File: config.mk
export PLATFORM = sky130hd
export DESIGN_NAME = sev_seg_scan_capture_flat
export DESIGN_NICKNAME = d
export VERILOG_FILES = /design/src/rtl/sev_seg_scan_capture_if.sv /design/src/rtl/sev_seg_scan_capture.sv /design/src/flat_wrapper.sv
export SDC_FILE = /design/constraint.sdc
export NUM_CORES = 1
export LEC_CHECK = 0
export ABC_CLOCK_PERIOD_IN_PS = 2100
export CAP_MARGIN = 20
export CELL_PAD_IN_SITES_DETAIL_PLACEMENT = 0
export CELL_PAD_IN_SITES_GLOBAL_PLACEMENT = 1
export CORE_MARGIN = 3
export CORE_UTILIZATION = 45
export CTS_CLUSTER_DIAMETER = 150
export CTS_CLUSTER_SIZE = 16
export DETAILED_ROUTE_END_ITERATION = 8
export DONT_BUFFER_PORTS = 1
export PLACE_DENSITY_LB_ADDON = 0.3
export SYNTH_ARGS = -nofsm -noshare
export SYNTH_HDL_FRONTEND = slang
export SYNTH_SLANG_ARGS = --single-unit
export TNS_END_PERCENT = 5
File: constraint.sdc
create_clock -name clk -period 2.1 [get_ports clk]
set_input_delay 0.42 -clock clk [delete_from_list [all_inputs] [get_ports clk]]
set_output_delay 0.42 -clock clk [all_outputs]
set_load 0.02 [all_outputs]
File: src/rtl/sev_seg_scan_capture_if.sv
// Signal bundle between a 4-digit multiplexed seven-segment driver and its capture monitor.
// The master side drives the display lines; the slave side is the monitor.
interface sev_seg_scan_capture_if;
  logic [3:0] an_n;
  logic [7:1] seg_n;
  logic [3:0] digit_1;
  logic [3:0] digit_2;
  logic [3:0] digit_3;
  logic [3:0] digit_4;
  logic [3:0] digit_valid;
  logic [3:0] bad_pattern;
  logic       anode_error;
  logic       order_error;
  logic       frame_done;

  modport master (
    output an_n, seg_n,
    input  digit_1, digit_2, digit_3, digit_4, digit_valid, bad_pattern,
    input  anode_error, order_error, frame_done
  );

  modport slave (
    input  an_n, seg_n,
    output digit_1, digit_2, digit_3, digit_4, digit_valid, bad_pattern,
    output anode_error, order_error, frame_done
  );
endinterface

File: src/rtl/sev_seg_scan_capture.sv
// Passive seven-segment scan monitor: waits for each dwell to settle, decodes the
// segment pattern back to a nibble per digit and tracks the 1-2-3-4 scan order.
module sev_seg_scan_capture #(
  parameter int SETTLE_CYCLES = 2
) (
  input logic                  clk,
  input logic                  reset,
  sev_seg_scan_capture_if.slave bus
);

  localparam logic [3:0] SETTLE = 4'(SETTLE_CYCLES);

  typedef enum logic {HUNT, SCAN} state_t;

  logic [3:0] an_r;
  logic [7:1] seg_r;
  logic [3:0] cnt;
  logic       captured;
  state_t     state, state_nx;
  logic [1:0] exp_idx, exp_nx;
  logic [3:0] digit_q [4];
  logic [3:0] valid_q, bad_q, bad_nx;
  logic       anode_q, order_q, frame_q;
  logic       order_nx, frame_nx;

  logic       single, blank, strobe, cap, multi;
  logic [1:0] idx;
  logic [4:0] dec;

  // Returns {in_table, nibble}
  function automatic logic [4:0] decode(input logic [7:1] s);
    case (s)
      7'b0000001: decode = 5'h10;
      7'b1001111: decode = 5'h11;
      7'b0010010: decode = 5'h12;
      7'b0000110: decode = 5'h13;
      7'b1001100: decode = 5'h14;
      7'b0100100: decode = 5'h15;
      7'b0100000: decode = 5'h16;
      7'b0001111: decode = 5'h17;
      7'b0000000: decode = 5'h18;
      7'b0000100: decode = 5'h19;
      7'b0001000: decode = 5'h1A;
      7'b1100000: decode = 5'h1B;
      7'b0110001: decode = 5'h1C;
      7'b1000010: decode = 5'h1D;
      7'b0110000: decode = 5'h1E;
      7'b0111000: decode = 5'h1F;
      default:    decode = 5'h00;
    endcase
  endfunction

  always_comb begin
    single = 1'b1;
    idx    = 2'd0;
    case (an_r)
      4'b0111: idx = 2'd0;
      4'b1011: idx = 2'd1;
      4'b1101: idx = 2'd2;
      4'b1110: idx = 2'd3;
      default: single = 1'b0;
    endcase
    blank  = (an_r == 4'b1111);
    // captured gates both digit captures and anode errors to once per dwell
    strobe = (cnt == SETTLE) && !captured && !blank;
    cap    = strobe && single;
    multi  = strobe && !single;
    dec    = decode(seg_r);
    bad_nx = bad_q;
    if (cap) bad_nx[idx] = !dec[4];
  end

  always_comb begin
    state_nx = state;
    exp_nx   = exp_idx;
    order_nx = 1'b0;
    frame_nx = 1'b0;
    if (multi) begin
      state_nx = HUNT;
      exp_nx   = 2'd0;
    end else if (cap) begin
      if (state == HUNT) begin
        if (idx == 2'd0) begin
          state_nx = SCAN;
          exp_nx   = 2'd1;
        end
      end else if (idx == exp_idx) begin
        if (idx == 2'd3) begin
          frame_nx = ~|bad_nx;
          state_nx = HUNT;
          exp_nx   = 2'd0;
        end else begin
          exp_nx = 2'(exp_idx + 2'd1);
        end
      end else begin
        order_nx = 1'b1;
        if (idx == 2'd0) begin
          state_nx = SCAN;
          exp_nx   = 2'd1;
        end else begin
          state_nx = HUNT;
          exp_nx   = 2'd0;
        end
      end
    end
  end

  // Input sample and settle counter
  always_ff @(posedge clk or posedge reset) begin
    if (reset) begin
      an_r     <= 4'b1111;
      seg_r    <= 7'b1111111;
      cnt      <= 4'd0;
      captured <= 1'b0;
    end else begin
      an_r  <= bus.an_n;
      seg_r <= bus.seg_n;
      if ({bus.an_n, bus.seg_n} != {an_r, seg_r}) begin
        cnt      <= 4'd1;
        captured <= 1'b0;
      end else begin
        if (cnt < SETTLE) cnt <= cnt + 4'd1;
        if (strobe) captured <= 1'b1;
      end
    end
  end

  // Capture registers and order FSM
  always_ff @(posedge clk or posedge reset) begin
    if (reset) begin
      state   <= HUNT;
      exp_idx <= 2'd0;
      for (int i = 0; i < 4; i++) digit_q[i] <= 4'd0;
      valid_q <= 4'd0;
      bad_q   <= 4'd0;
      anode_q <= 1'b0;
      order_q <= 1'b0;
      frame_q <= 1'b0;
    end else begin
      state   <= state_nx;
      exp_idx <= exp_nx;
      bad_q   <= bad_nx;
      anode_q <= multi;
      order_q <= order_nx;
      frame_q <= frame_nx;
      if (cap) begin
        valid_q[idx] <= dec[4];
        if (dec[4]) digit_q[idx] <= dec[3:0];
      end
    end
  end

  assign bus.digit_1     = digit_q[0];
  assign bus.digit_2     = digit_q[1];
  assign bus.digit_3     = digit_q[2];
  assign bus.digit_4     = digit_q[3];
  assign bus.digit_valid = valid_q;
  assign bus.bad_pattern = bad_q;
  assign bus.anode_error = anode_q;
  assign bus.order_error = order_q;
  assign bus.frame_done  = frame_q;

endmodule

File: src/flat_wrapper.sv
// flat-port wrapper written by rule: the top's interface ports become plain ports
module sev_seg_scan_capture_flat 
#(
  parameter int SETTLE_CYCLES = 2
)
  (clk, reset, bus_an_n, bus_seg_n, bus_digit_1, bus_digit_2, bus_digit_3, bus_digit_4, bus_digit_valid, bus_bad_pattern, bus_anode_error, bus_order_error, bus_frame_done);
  sev_seg_scan_capture_if bus_i ();
  input logic clk;
  input logic reset;
  input wire logic [$bits(bus_i.an_n)-1:0] bus_an_n;
  input wire logic [$bits(bus_i.seg_n)-1:0] bus_seg_n;
  output wire logic [$bits(bus_i.digit_1)-1:0] bus_digit_1;
  output wire logic [$bits(bus_i.digit_2)-1:0] bus_digit_2;
  output wire logic [$bits(bus_i.digit_3)-1:0] bus_digit_3;
  output wire logic [$bits(bus_i.digit_4)-1:0] bus_digit_4;
  output wire logic [$bits(bus_i.digit_valid)-1:0] bus_digit_valid;
  output wire logic [$bits(bus_i.bad_pattern)-1:0] bus_bad_pattern;
  output wire logic [$bits(bus_i.anode_error)-1:0] bus_anode_error;
  output wire logic [$bits(bus_i.order_error)-1:0] bus_order_error;
  output wire logic [$bits(bus_i.frame_done)-1:0] bus_frame_done;
  assign bus_i.an_n = bus_an_n;
  assign bus_i.seg_n = bus_seg_n;
  assign bus_digit_1 = bus_i.digit_1;
  assign bus_digit_2 = bus_i.digit_2;
  assign bus_digit_3 = bus_i.digit_3;
  assign bus_digit_4 = bus_i.digit_4;
  assign bus_digit_valid = bus_i.digit_valid;
  assign bus_bad_pattern = bus_i.bad_pattern;
  assign bus_anode_error = bus_i.anode_error;
  assign bus_order_error = bus_i.order_error;
  assign bus_frame_done = bus_i.frame_done;
  sev_seg_scan_capture #(.SETTLE_CYCLES(SETTLE_CYCLES)) u_core (.clk(clk), .reset(reset), .bus(bus_i));
endmodule
==> qor.yml, run 1 <==
status: "complete, no violations"
viasPerCell: 5.59
r2r_slack_ns: 0.02
postRouteAntennaNets: 0
hold_viol_final: 0
critPathMaxStageDelay_ns: 0.53
grt_max_degree: 21
clockBufferDepth: 2
tightest_slew_ns: 0.475
synth.top_cells.by_count: "dfrtp_1, nand2_1, xnor2_1"
synth_fp_nets: 250
synth_edf_count: 0
cts_tree: "yes"
min_path_type: "input pin to flip-flop"
synthFlopType: "dfrtp_1"
power.density_mw_per_mm2: 540
synth.distinct_cells: 59
register_area_mm2: 0.00116
cts-buffers-inserted: 5
ios: 40
dp_slack_ns: -0.0868
die_w_um: 81.1
dieHeight_um: 81.1
grt_pass1_wl_um: 9560
htree_num_levels: 2
insertion_delay_ns: 0.30
critical-path-slowest-cell: "dfstp_2"
clk_pin_slew_ns: 0.09
synth_top_area_cell: "dfrtp_1"
dieArea_mm2: 0.00658
finalPower_mw: 1.66
ys_seq_area_share_pct: 45.8
critPathCaptureType: "flip-flop"
fin_area_mm2: 0.00307
cp.required_ns: 2.30
post_dp_cell_area_mm2: 0.00288
worstSetupStartpointType: "flip-flop"
cts_root_buf: "clkbuf_8"
slew_violations: 0
syn_area_per_cell_um2: 10.8
gp_congestion: 0.821
ys_ff_latch: 46
rsz0062_at_grt: "yes"
p_leak_nw: 1.28
drcViolationCount: 0
nets: 289
area_growth_pct: 20.9
synthCells: 235
num_rows: 26
hpwlAfterDp_um: 4310
crit_chain: "buf_4 -> nor2_1 -> a21boi_0 -> o32ai_4 -> buf_12 -> o31ai_4 -> mux2_1"
cp.arrival_ns: 2.27
timing.final.crit_share_pct: 98.9
path_class: "flip-flop to flip-flop"
fill_cells: 480
clock_skew_ns: 0.00945
clock-sinks: 46
grt_overflow: 0
cp_max_fo: 7
ys_async_sr_fraction_pct: 100
initial_core_util_pct: 48.2
setup_ws_ns: 0.0223
multi_input_area_mm2: 0.00135
antenna_found_initial: 0
wl_per_cell_um: 16.3
core-area_mm2: 0.00527
diodes: 0
max_clock_freq_ghz: 0.481
grt_pass1_vias: 1959
synth_warnings: 0
num_vias: 1928
setup_viol: 0
drt_iter0_markers: 165
vdd_drop_max_v: 0.000461
drt_wl_total_um: 5640
synth_area_mm2: 0.00254
synth.top_cells.by_area: "dfrtp_1, dfstp_2, xnor2_1, mux2_1, o31ai_4"
grtUsageTotal_pct: 19.0
layout-drive-gt1-share_pct: 34.2
max_slew_margin_pct: 68.3
setup_tns_ns: 0
io_buffer_count: 0
first_pass_iters: 4
fin_crit_ns: 2.08
cap_violations: 0
final_util_pct: 58.3
yosysMostFrequentCell: "dfrtp_1"
synth_top_area_share_pct: 34.5
repair_timing:
action,CTS,global route
endpoints found under the hold margin,18,0
endpoints found under the setup margin,13,20
hold buffers,1,0
buffers inserted,0,4
pin swaps,2,7
gates resized for setup,5,10
stage by stage:
step                      hold slack (ns)  std cells
after global placement              0.315        332
after detailed placement            0.315        332
final                               0.107        345
after global routing               0.0863        345
after floorplan                     0.424        235
after CTS                          0.0923        341
power by group:
group / internal, mW / switching, mW / leakage (nW)
sequential: 0.906 / 0.0257 / 0.600
combinational: 0.0842 / 0.0965 / 0.638
clock: 0.235 / 0.312 / 0.0422
worst max-delay path: cells and delay by family (launching register included):
kind                   cells  cell delay [ns]
AOI/OAI and AO/OA          3             0.74
DFF                        1             0.53
muxes                      1             0.35
buffers and inverters      2             0.32
and+or+nand+nor            1             0.04
state kept, by name (all words and copies together) (netlist names):
name and flops:
u_core.seg_r 7, u_core.an_r 4, u_core.bus.bad_pattern 4, u_core.bus.digit_1 4
u_core.bus.digit_2 4, u_core.bus.digit_3 4, u_core.bus.digit_4 4, u_core.bus.digit_valid 4
u_core.cnt 4, u_core.exp_idx 2, u_core.bus.anode_error 1, u_core.bus.frame_done 1
u_core.bus.order_error 1, u_core.captured 1, u_core.state 1
metal layers:
metal	wire [µm]	GRT usage (%)	vias up
met5	0	0	-
met4	89	6.59	0
met3	287	4.77	8
met2	2580	31.0	47
met1	2670	24.4	921
li1	-	-	952
logic make-up (layout without fill, tap and decap cells):
| logic type | count (synthesis) | in the layout | synth area share [%] |
|---|---|---|---|
| adders and majority gates | 2 | 2 | 0.985 |
| buffers and inverters | 19 | 59 | 3.10 |
| AOI/OAI and AO/OA | 57 | 57 | 18.9 |
| DFF | 46 | 46 | 45.8 |
| xor gates and xnor gates | 16 | 16 | 5.51 |
| muxes | 11 | 11 | 4.87 |
| and+or+nand+nor | 84 | 84 | 20.8 |
final timing paths:
path | to | cells after the start | from
max reg2reg | u_core.bus.digit_3[2] | 7 | u_core.seg_r[6]
max in group asynchronous | u_core.seg_r[2] | 3 | reset
max | u_core.bus.digit_3[2] | 7 | u_core.seg_r[6]
min in group asynchronous | u_core.bus.digit_3[3] | 2 | reset
min reg2reg | u_core.captured | 1 | u_core.captured
min | u_core.seg_r[7] | 0 | bus_seg_n[6]
area by class of cell:
cell class / instances / share of cell area, %
multi-input cells: 170 / 43.9
flip-flops and latches: 46 / 37.9
repair buffers: 46 / 11.9
well taps: 70 / 2.85
clock buffers: 5 / 2.24
clock inverters: 3 / 0.652
inverters: 5 / 0.611
cells in the final DEF, fill, tap and decap left out, types with 4 or more instances in the layout:
cell type,instances
xnor2_1,14
a21oi_1,13
inv_1,4
mux2_4,5
o211ai_1,4
nand2b_1,6
nand3_1,6
o31ai_4,4
nand4_1,5
dfrtp_1,35
nor3_2,4
nor3_1,6
nor2_1,12
nand2_1,14
dfstp_2,11
buf_4,43
clkbuf_8,5
nor3b_1,4
a31oi_1,4
o21ai_0,5
o2bb2ai_1,9
No activity file was read; power rests on OpenSTA's default activity.
==> inputs of run 2 (changes only) <==
--- a/config.mk
+++ b/config.mk
@@ -5,12 +5,12 @@
 export SDC_FILE = /design/constraint.sdc
 export NUM_CORES = 1
 export LEC_CHECK = 0
-export ABC_CLOCK_PERIOD_IN_PS = 2100
+export ABC_AREA = 1
 export CAP_MARGIN = 20
 export CELL_PAD_IN_SITES_DETAIL_PLACEMENT = 0
 export CELL_PAD_IN_SITES_GLOBAL_PLACEMENT = 1
 export CORE_MARGIN = 3
-export CORE_UTILIZATION = 45
+export CORE_UTILIZATION = 42
 export CTS_CLUSTER_DIAMETER = 150
 export CTS_CLUSTER_SIZE = 16
 export DETAILED_ROUTE_END_ITERATION = 8
==> qor.yml, run 2 <==
clockBufferDepth: 2  # unchanged
synth_area_mm2: 0.00232  # -8.6%
worstSetupStartpointType: "flip-flop"
area_growth_pct: 8.46
r2r_cells: 13  # +6
cap_violations: 0  # unchanged
dieArea_mm2: 0.00646  # -1.9%
dpl.cell_count: 348  # +4.8%
grt_pass1_vias: 1668  # -15%
timing.final.crit_share_pct: 88.3  # -11 points
wl_per_cell_um: 12.7  # -22%
cts-buffers-inserted: 5  # unchanged
ios: 40  # unchanged
drcViolationCount: 0  # unchanged
synth.distinct_cells: 29  # -51%
hold_viol_final: 0  # unchanged
top_register: "u_core.seg_r"
p_leak_nw: 1.32  # +3.3%
final_common_cell: "nand2_1"
critPathCaptureType: "flip-flop"
rsz0062_at_grt: "no"
grt_overflow: 0  # unchanged
ys_ff_latch: 46  # unchanged
num_rows: 26  # unchanged
ys_async_sr_fraction_pct: 100  # unchanged
layout-drive-gt1-share_pct: 18.5  # -16 points
grtUsageTotal_pct: 16.0  # -2.9 points
postCtsSetupRepairBufs: 0  # unchanged
final_cells: 356  # +3.2%
nets: 300  # +3.8%
synth_warnings: 0  # unchanged
power.density_mw_per_mm2: 619  # +15%
grt_pass1_wl_um: 7970  # -17%
synth_fp_nets: 290  # +16%
synth_edf_count: 0  # unchanged
vdd_drop_max_v: 0.000302  # -35%
hpwlAfterDp_um: 3620  # -16%
clock_skew_ns: 0.00651  # -0.00293 ns
clock-sinks: 46  # unchanged
io_buffer_count: 0  # unchanged
dieHeight_um: 80.4  # -0.97%
cp.required_ns: 2.29  # about the same
antenna_found_initial: 0  # unchanged
max_clock_freq_ghz: 0.539  # +12%
finalPower_mw: 1.56  # -6.1%
max_slew_margin_pct: 66.2  # -2.1 points
synth.top_cells.by_area: "dfrtp_1, dfstp_2, nand2_1, inv_1, nor2_1"
synthCells: 275  # +17%
drt_wl_total_um: 4520  # -20%
htree_num_levels: 2  # unchanged
setup_tns_ns: 0  # unchanged
initial_core_util_pct: 44.3  # -3.9 points
cts_resized: 0  # -5
hold_buffers: 0  # -1
synth_top_area_cell: "dfrtp_1"
slew_violations: 0  # unchanged
first_pass_iters: 4  # unchanged
cp_max_fo: 8  # +1
r2r_slack_ns: 0.25  # +0.22 ns
min_path_type: "input pin to asynchronous set/reset pin"
synth_top_area_share_pct: 37.7  # +3.2 points
insertion_delay_ns: 0.29  # about the same
synthFlopType: "dfrtp_1"
cts_tree: "yes"
largest_register_ffs: 7  # unchanged
path_class: "flip-flop to flip-flop"
syn_area_per_cell_um2: 8.44  # -22%
setup_viol: 0  # unchanged
core-area_mm2: 0.00524  # -0.62%
tightest_slew_ns: 0.506  # +0.0313 ns
critPathMaxStageDelay_ns: 0.59  # +0.06 ns
clk_pin_slew_ns: 0.09  # about the same
die_w_um: 80.4  # -0.97%
yosysMostFrequentCell: "nand2_1"
cts_root_buf: "clkbuf_8"
diodes: 0  # unchanged
critical-path-slowest-cell: "dfstp_2"
gp_congestion: 0.769  # -6.3%
fin_crit_ns: 1.85  # -0.224 ns
drt_iter0_markers: 83  # -50%
synth.top_cells.by_count: "nand2_1, dfrtp_1, inv_1"
path_common_cell: "nand2_1"
ys_seq_area_share_pct: 50.2  # +4.3 points
num_vias: 1690  # -12%
grt_max_degree: 26  # +24%
viasPerCell: 4.75  # -15%
cp.arrival_ns: 2.04  # -0.23 ns
status: "complete, no violations"
crit_chain: "nand2_1 -> inv_2 -> nand3_2 -> nand2_2 -> inv_2 -> nand2_4 -> nand2_4 -> inv_1 -> nand2_1 -> nand2_1 -> nand2_2 -> nand3_2 -> nor2_2"
postRouteAntennaNets: 0  # unchanged
layout_common_cells: "nand2_1, dfrtp_1, inv_1, nor2_1, nand3_1"
==> run 2: changes by cell type after synthesis, sizes merged, moves of 7 or more <==
cell     delta
inv        +35
xor2       +10
nor2       +24
buf        -10
nand3      +15
o21ai      +10
nand2      +64
mux2       -11
o2bb2ai     -9
nor3        -7
xnor2      -11
==> run 2: metrics by stage <==
step / hold slack, ns / setup slack [ns] / cell area, µm² / utilization (%)
finish: 0.0318 / 0.246 / 2520 / 48.1
global route: 0.0572 / 0.0691 / 2520 / 48.1
CTS: 0.0402 / 0.227 / 2520 / 48.1
detailed placement: 0.366 / 0.255 / 2430 / 46.4
global placement: 0.369 / 0.267 / 2430 / 46.4
floorplan: 0.424 / 0.475 / 2320 / -
==> run 2: where the power goes <==
group	switching, mW	leakage (nW)	internal, mW
sequential	0.0177	0.600	0.906
combinational	0.0725	0.678	0.0347
clock	0.292	0.0452	0.235
total	0.383	1.32	1.18
==> run 2: cells by family after synthesis <==
family / Yosys count / share of synthesized area, %
xor+xnor: 15 / 5.66
fa+ha+maj: 2 / 1.08
compound gates: 27 / 6.79
simple gates: 144 / 29.7
buf+inv: 41 / 6.63
flops: 46 / 50.2
==> run 2: per-layer routing <==
layer	vias to the layer above	GRT usage, %	wire, µm	part of all wire (%)
met2	31	25.6	2160	48
met3	6	4.71	210	4.6
met5	-	0	0	0
li1	886	-	-	-
met1	767	21.4	2100	46
met4	0	4.05	54	1.2
==> run 2: final timing paths <==
| path | from | to |
|---|---|---|
| worst min register to register | u_core.cnt[3] | u_core.cnt[3] |
| worst min-delay path | reset | u_core.bus.digit_1[0] |
| min in group clk | bus_an_n[2] | u_core.an_r[2] |
| max in group asynchronous | reset | u_core.seg_r[6] |
| worst max register to register | u_core.an_r[3] | u_core.bus.frame_done |
| worst max-delay path | u_core.an_r[3] | u_core.bus.frame_done |
==> run 2: final cells by class <==
| class | instances | area (µm²) |
|---|---|---|
| Fill cell | 508 | 2720 |
| Clock inverter | 2 | 13.8 |
| Timing Repair Buffer | 3 | 22.5 |
| Clock buffer | 6 | 72.6 |
| Sequential cell | 46 | 1160 |
| Inverter | 41 | 154 |
| Multi-Input combinational cell | 188 | 1000 |
| Tap cell | 70 | 87.6 |
==> run 2: worst max-delay path: cells and delay by family (launching register included) <==
family	cells	cell delay, ns
buffers and inverters	3	0.30
flip-flops	1	0.59
AND/OR/NAND/NOR	10	0.85
==> inputs of run 3 (changes only) <==
--- a/config.mk
+++ b/config.mk
@@ -7,7 +7,7 @@
 export LEC_CHECK = 0
 export ABC_AREA = 1
 export CAP_MARGIN = 20
-export CELL_PAD_IN_SITES_DETAIL_PLACEMENT = 0
+export CELL_PAD_IN_SITES_DETAIL_PLACEMENT = 1
 export CELL_PAD_IN_SITES_GLOBAL_PLACEMENT = 1
 export CORE_MARGIN = 3
 export CORE_UTILIZATION = 42
==> constraint.sdc (replaced) <==
create_clock -name clk -period 2.1 [get_ports clk]
set_input_delay 0.105 -clock clk [delete_from_list [all_inputs] [get_ports clk]]
set_output_delay 0.105 -clock clk [all_outputs]
set_load 0.02 [all_outputs]
==> qor.yml, run 3 (synthesized netlist as in run 2, its figures left out) <==
cp.required_ns: 2.34  # +0.05 ns
clock-sinks: 46  # unchanged
viasPerCell: 4.91  # +3.4%
crit_chain: "nand2_1 -> inv_2 -> nand3_4 -> nand2_2 -> inv_2 -> nand2_4 -> nand2_4 -> nor2_2 -> nand2_2 -> nand2_2 -> nand3_2 -> nor2_2"
register_area_mm2: 0.00116  # unchanged
grt_max_degree: 47  # +81%
vdd_drop_max_v: 0.000315  # +4.2%
wl_per_cell_um: 14.4  # +13%
path_common_cell: "nand2_2"
first_pass_iters: 4  # unchanged
cts-buffers-inserted: 5  # unchanged
nets: 310  # +3.3%
dieHeight_um: 80.4  # unchanged
path_class: "flip-flop to flip-flop"
drt_wl_total_um: 5270  # +16%
largest_register_ffs: 7  # unchanged
power.density_mw_per_mm2: 616  # -0.45%
initial_core_util_pct: 44.3  # unchanged
antenna_found_initial: 0  # unchanged
status: "complete, no violations"
grt_overflow: 0  # unchanged
clk_pin_slew_ns: 0.10  # about the same
area_growth_pct: 13.3
setup_tns_ns: 0  # unchanged
num_vias: 1796  # +6.3%
hpwlAfterDp_um: 3980  # +10%
dieArea_mm2: 0.00646  # unchanged
final_common_cell: "nand2_1"
cts_resized: 0  # unchanged
drcViolationCount: 0  # unchanged
cap_violations: 0  # unchanged
fin_area_mm2: 0.00263  # +4.5%
min_path_type: "input pin to flip-flop"
hold_viol_final: 0  # unchanged
cp.arrival_ns: 2.09  # +0.05 ns
p_leak_nw: 1.36  # +3.0%
drt_iter0_markers: 44  # -47%
slew_violations: 0  # unchanged
critPathCaptureType: "flip-flop"
fin_crit_ns: 1.84  # -0.0109 ns
layout-drive-gt1-share_pct: 17.6  # -0.96 points
grtUsageTotal_pct: 18.3  # +2.2 points
io_buffer_count: 0  # unchanged
worstSetupStartpointType: "flip-flop"
top_register: "u_core.seg_r"
clockBufferDepth: 2  # unchanged
cts_root_buf: "clkbuf_8"
core-area_mm2: 0.00524  # unchanged
multi_input_area_mm2: 0.00100  # unchanged
critical-path-slowest-cell: "dfstp_2"
clock_skew_ns: 0.00741  # +0.000900 ns
cp_max_fo: 8  # unchanged
insertion_delay_ns: 0.30  # about the same
postRouteAntennaNets: 0  # unchanged
diodes: 0  # unchanged
grt_pass1_wl_um: 9250  # +16%
gp_congestion: 0.778  # +1.2%
timing.final.crit_share_pct: 87.8  # -0.52 points
cts_tree: "yes"
fill_cells: 632  # +24%
htree_num_levels: 2  # unchanged
tightest_slew_ns: 0.925  # +0.418 ns
critPathMaxStageDelay_ns: 0.59  # about the same
ios: 40  # unchanged
num_rows: 26  # unchanged
setup_viol: 0  # unchanged
layout_common_cells: "nand2_1, dfrtp_1, inv_1, nor2_1, nand3_1"
die_w_um: 80.4  # unchanged
max_slew_margin_pct: 38.3  # -28 points
max_clock_freq_ghz: 0.543  # +0.59%
grt_pass1_vias: 2009  # +20%
post_dp_cell_area_mm2: 0.00242  # -0.62%
rsz0062_at_grt: "no"
run 3: changes by cell type in the layout (fill, tap and decap cells not counted):
cell           delta
clkinvlp_4        +1
inv_6             +1
dlygate4sd3_1    +12
buf_4             -2
clkinv_2          -1
clkbuf_1          -1
run 3: critical path: cells and delay by family, from the launching register on:
kind                   cells  cell delay (ns)
AND/OR/NAND/NOR           10             1.03
flip-flops                 1             0.59
buffers and inverters      2             0.16
run 3: what timing repair did:
item,in CTS,in global routing
hold buffers,12,0
hold endpoints to repair,46,0
buffers inserted,0,0
run 3: final timing paths:
| check | slack [ns] | cells after the start | to | from |
|---|---|---|---|---|
| max | 0.26 | 12 | u_core.bus.frame_done | u_core.an_r[3] |
| max in group asynchronous | 1.04 | 2 | u_core.bus.bad_pattern[2] | reset |
| min in group asynchronous | 0.47 | 2 | u_core.cnt[0] | reset |
| min reg2reg | 0.50 | 2 | u_core.cnt[3] | u_core.cnt[3] |
| max reg2reg | 0.26 | 12 | u_core.bus.frame_done | u_core.an_r[3] |
| min | 0.1 | 4 | u_core.cnt[0] | bus_an_n[1] |
run 3: through the flow:
step	hold WS [ns]	worst slack, ns	util, %	power (mW)	cells
2_1_floorplan	0.109	0.475	-	1.02	275
3_3_place_gp	0.110	0.273	46.2	1.05	346
3_5_place_dp	0.110	0.240	46.2	1.05	346
4_1_cts	0.0738	0.230	50.2	1.65	366
5_1_grt	0.120	0.0591	50.2	1.69	366
6_report	0.0970	0.257	50.2	1.62	366
run 3: report_power, final:
part | switching, mW | internal [mW]
Combinational | 0.0795 | 0.0471
Clock | 0.329 | 0.241
Sequential | 0.0185 | 0.906
Total | 0.427 | 1.19
run 3: cell type report:
class / instances / area share [%]
Sequential cell: 46 / 44.3
Multi-Input combinational cell: 188 / 38.1
Clock inverter: 3 / 0.951
Timing Repair Buffer: 13 / 4.85
Tap cell: 70 / 3.33
Inverter: 41 / 5.85
Clock buffer: 5 / 2.62
run 3: metal layers:
metal | global-route usage [%] | wire length, µm | share of wire [%]
met5 | 0 | 0 | 0
met4 | 3.55 | 25 | 0.47
met3 | 4.60 | 218 | 4.1
met2 | 32.1 | 2680 | 51
met1 | 22.6 | 2350 | 45
